### config.mk
export PLATFORM = sky130hd
export DESIGN_NAME = csa_acc_seq
export DESIGN_NICKNAME = d
export VERILOG_FILES = /design/src/rtl/csa_acc_seq.sv
export SDC_FILE = /design/constraint.sdc
export NUM_CORES = 1
export LEC_CHECK = 0
export ABC_AREA = 1
export BUFFER_PORTS_ARGS = -buffer_cell sky130_fd_sc_hd__buf_4
export CORE_AREA = 2 2 105 107
export DETAILED_ROUTE_END_ITERATION = 6
export DIE_AREA = 0 0 107 109
export SLEW_MARGIN = 20
export SYNTH_ARGS = -nofsm -noshare
export SYNTH_HDL_FRONTEND = slang
export SYNTH_SLANG_ARGS = --single-unit
### constraint.sdc
create_clock -name clk -period 2.3 [get_ports clk]
set_clock_uncertainty 0.15 [all_clocks]
set_input_delay 0.46 -clock clk [delete_from_list [all_inputs] [get_ports clk]]
set_output_delay 0.46 -clock clk [all_outputs]
set_load 0.05 [all_outputs]
### src/rtl/csa_acc_seq.sv
// Sequential multi-operand accumulator: one W-bit carry-save stage folds a packet of operands
// into a redundant sum/carry pair, then a single carry-propagate add resolves it.
// Optional operand counter and out_count port: define CSA_ACC_CNT_EN.
module csa_acc_seq #(
  parameter int W = 24
) (
  input  logic         clk,
  input  logic         rst_n,
  input  logic [W-1:0] in_data,
  input  logic         in_valid,
  input  logic         in_last,
  output logic         in_ready,
  output logic [W-1:0] out_data,
  output logic         out_valid,
  input  logic         out_ready
`ifdef CSA_ACC_CNT_EN
  ,
  output logic [7:0]   out_count
`endif
);

  localparam logic [1:0] ST_ACC = 2'd0;
  localparam logic [1:0] ST_RES = 2'd1;
  localparam logic [1:0] ST_OUT = 2'd2;

  function automatic logic [W-1:0] csa_sum(input logic [W-1:0] a, input logic [W-1:0] b,
                                           input logic [W-1:0] c);
    return a ^ b ^ c;
  endfunction

  function automatic logic [W-2:0] csa_maj(input logic [W-2:0] a, input logic [W-2:0] b,
                                           input logic [W-2:0] c);
    return (a & b) | (a & c) | (b & c);
  endfunction

  logic [1:0]   r_state;
  logic [1:0]   w_state_nxt;
  logic [W-1:0] r_s;
  // Only the low W-1 carries are kept: the majority out of bit W-1 would shift past the result.
  logic [W-2:0] r_c;
  logic [W-1:0] r_out_data;
  logic [W-1:0] w_y;
  logic [W-1:0] w_s_nxt;
  logic [W-2:0] w_c_nxt;

  assign w_y       = {r_c, 1'b0};
  assign w_s_nxt   = csa_sum(r_s, w_y, in_data);
  assign w_c_nxt   = csa_maj(r_s[W-2:0], w_y[W-2:0], in_data[W-2:0]);
  assign in_ready  = (r_state == ST_ACC);
  assign out_valid = (r_state == ST_OUT);
  assign out_data  = r_out_data;

  // Next-state decode for the accumulate / resolve / output sequence.
  always_comb begin
    w_state_nxt = r_state;
    case (r_state)
      ST_ACC: begin
        if (in_valid && in_last) begin
          w_state_nxt = ST_RES;
        end else begin
          w_state_nxt = ST_ACC;
        end
      end
      ST_RES: w_state_nxt = ST_OUT;
      ST_OUT: begin
        if (out_ready) begin
          w_state_nxt = ST_ACC;
        end else begin
          w_state_nxt = ST_OUT;
        end
      end
      default: w_state_nxt = ST_ACC;
    endcase
  end

  // State, redundant accumulator and resolved result.
  always_ff @(posedge clk) begin
    if (!rst_n) begin
      r_state    <= ST_ACC;
      r_s        <= {W{1'b0}};
      r_c        <= {(W-1){1'b0}};
      r_out_data <= {W{1'b0}};
    end else begin
      r_state <= w_state_nxt;
      case (r_state)
        ST_ACC: begin
          if (in_valid) begin
            r_s <= w_s_nxt;
            r_c <= w_c_nxt;
          end else begin
            r_s <= r_s;
            r_c <= r_c;
          end
        end
        ST_RES: r_out_data <= r_s + w_y;
        ST_OUT: begin
          if (out_ready) begin
            r_s <= {W{1'b0}};
            r_c <= {(W-1){1'b0}};
          end else begin
            r_s <= r_s;
            r_c <= r_c;
          end
        end
        default: begin
          r_s <= {W{1'b0}};
          r_c <= {(W-1){1'b0}};
        end
      endcase
    end
  end

`ifdef CSA_ACC_CNT_EN
  logic [7:0] r_cnt;
  logic [7:0] r_out_count;

  assign out_count = r_out_count;

  // Saturating operand counter, snapshotted when the result is resolved.
  always_ff @(posedge clk) begin
    if (!rst_n) begin
      r_cnt       <= 8'd0;
      r_out_count <= 8'd0;
    end else begin
      case (r_state)
        ST_ACC: begin
          if (in_valid && (r_cnt != 8'hFF)) begin
            r_cnt <= r_cnt + 8'd1;
          end else begin
            r_cnt <= r_cnt;
          end
        end
        ST_RES: r_out_count <= r_cnt;
        ST_OUT: begin
          if (out_ready) begin
            r_cnt       <= 8'd0;
            r_out_count <= 8'd0;
          end else begin
            r_cnt       <= r_cnt;
            r_out_count <= r_out_count;
          end
        end
        default: begin
          r_cnt       <= 8'd0;
          r_out_count <= 8'd0;
        end
      endcase
    end
  end
`endif

endmodule

==> metrics.cfg <==
[routing]
drt_iter0_drc=199
routed_wl_um=10700
ant_nets=0
wl_per_cell_um=12.0
drc_errors=0
first_pass_iters=4
vias_per_cell=4.73
vias=4206

[timing]
finalWorstSetupSlack_ps=184
hold_violations=0
period_minus_slack_ps=2120
setup-violations-final=0
hold_slack_ps=200
slew_violations=0
fmax_ghz=0.473
tns_ps=0
rsz0062_at_grt=no
worstMarginPinSlew_ps=788
relSlewSlack=0.475
min_period_over_period=0.920

[synthesis]
synth_top_area_cell=dfxtp_1
synth_cells=696
synth_nets=771
ys_seq_elements=73
synth-main-ff-cell=dfxtp_1
synth_edf_count=0
ys_seq_area_frac=0.316
yosys.cell_types.count=22
yosysWarnings=0
syn-cell-area_um2=4620
synth_area_leaders=dfxtp_1 32%, nand2_1 20%, fa_1 10%, inv_1 7.9%, a21oi_1 6.7%
yosysMostFrequentCell=nand2_1
synth_common_cells=243 x nand2_1, 97 x inv_1, 75 x nor2_1, 73 x dfxtp_1, 62 x a21oi_1
postSynthAreaPerCell_um2=6.64
synth_top_area_share=0.316
async_reset_ff_frac=0

[clock_network]
h-tree-depth=3
numCtsBuffers=9
cts_tree=built
cts.sink_count=73
cts_root_buf=clkbuf_8
clk_latency_ps=350
clk_pin_slew_ps=80
clockBufferDepth=2

[critical_path]
ff2ff_setup_slack_ps=180
slowest_stage=ha_1
cp-startpoint=r_s[11]
cp.arrival_ps=2230
path_cells=ha_1 > nand2_1 > inv_1 > a21oi_1 > inv_1 > a21oi_1 > nand2_1 > nand2_1 > nand3_1 > nand2_1 > inv_1
path_class=reg -> reg
crit_family=compound AO/OA/AOI/OAI gates
cp_common_cell=nand2_1
r2r-start=r_s[11]
end_kind=flop
crit_end=out_data[16]
cp-start-kind=flop
r2r_end=out_data[16]
max_stage_delay_ps=400
cp.depth=11
cp_max_fo=5
cp_data_required_time_ps=2410
r2r_cells=11
crit_buf_inv=3

[layout]
drive_above_1_share=0.113
synthToLayoutAreaGrowth_pct=15.5
seqCellArea_um2=1460
multi_input_area_um2=2680
diodes=0
final_cell_count_no_fill=890
fin_nets=820
fillers=1092

[status]
status=finished, final reports clean

[floorplanning]
start_util=0.436
ioPinCount=55
die_width_um=107
die-area_um2=11700
core_um2=10600
die_h_um=109
num_rows=38

[grt]
grt_pass1_wl_um=18700
grt-ovfl-total=0
antenna_found_initial=0
first_global_vias=3967
grt_max_degree=67
grt_usage=0.200

[worst_hold_path]
min_path_type=in -> reg

[placed_design]
dpl.cell_count=874
preCtsSetupSlack_ps=214
gp_congestion=0.932
dpl.hpwl_um=7950
portBuffers=54

[power_and_ir_drop]
leakage_nw=2.77
irDropWorstVdd_v=0.000254
power.density_nw_per_um2=537
total_power_mw=2.87

[flow_run]
drv_cap=0

==> area by class of cell <==
cell class / instances / area share
clock buffers: 9 / 0.0232
clock inverters: 7 / 0.00892
inverters: 102 / 0.0718
multi-input cells: 501 / 0.503
flip-flops and latches: 73 / 0.274
well taps: 140 / 0.0328
repair buffers: 58 / 0.0863
==> cells by family after synthesis <==
group                      synth area share
and+or+nand+nor                       0.315
buffers and inverters                 0.104
AOI/OAI and AO/OA                    0.0875
DFF                                   0.316
adders and majority gates             0.162
xor gates and xnor gates             0.0152
==> metal layers <==
layer / up-vias / share of wire / GRT usage
li1: 2240 / - / -
met1: 1894 / 0.52 / 0.280
met2: 66 / 0.44 / 0.323
met3: 6 / 0.039 / 0.0299
met4: 0 / 0.0087 / 0.0584
met5: - / 0 / 0
==> stage by stage <==
step           cell area [um2]  utilization
2_1_floorplan             4620            -
3_3_place_gp              5160        0.487
3_5_place_dp              5160        0.487
4_1_cts                   5330        0.503
5_1_grt                   5330        0.503
6_report                  5330        0.503
==> state kept, by name, indices dropped and copies added (netlist names) <==
signal / cells
r_state: 2
r_c: 23
out_data: 24
r_s: 24
==> worst min path at each step <==
stage | start | to | slack [ps] | depth (start not counted)
2_1_floorplan | r_c[22] | r_c[22] | 300 | 2
3_3_place_gp | r_c[22] | r_c[22] | 310 | 2
3_5_place_dp | r_c[22] | r_c[22] | 320 | 2
4_1_cts | in_last | r_state[0] | 190 | 3
5_1_grt | in_last | r_state[0] | 230 | 3
6_report | in_last | r_state[0] | 200 | 3
==> layout by cell type, fill, tap and decap left out, drive strengths merged <==
cell,count
xnor2,2
and2,2
fa,23
clkinvlp,2
nor2,76
nand2,243
ha,23
nand4,4
a21oi,63
xor2,6
clkbuf,9
nand3,40
clkinv,5
nor3,2
dfxtp,73
a21o,2
buf,58
o21ai,14
inv,102
or2,1
==> worst reg2reg max path: stages (launching register included) <==
cell,delay (ps)
dfxtp_1,350
ha_1,400
nand2_1,140
inv_1,70
a21oi_1,300
inv_1,70
a21oi_1,200
nand2_1,80
nand2_1,60
nand3_1,100
nand2_1,90
inv_1,30
==> what timing repair did <==
action	in CTS	in global routing
hold buffers	0	0
endpoints found under the setup margin	0	2
setup buffers	0	0
resized for setup	0	1
==> power breakdown <==
group	switching (mW)	internal, mW
Combinational	0.362	0.211
Clock	0.507	0.389
Sequential	0.0636	1.33
Total	0.932	1.93
Note: power is estimated with default switching activity, not from simulation.
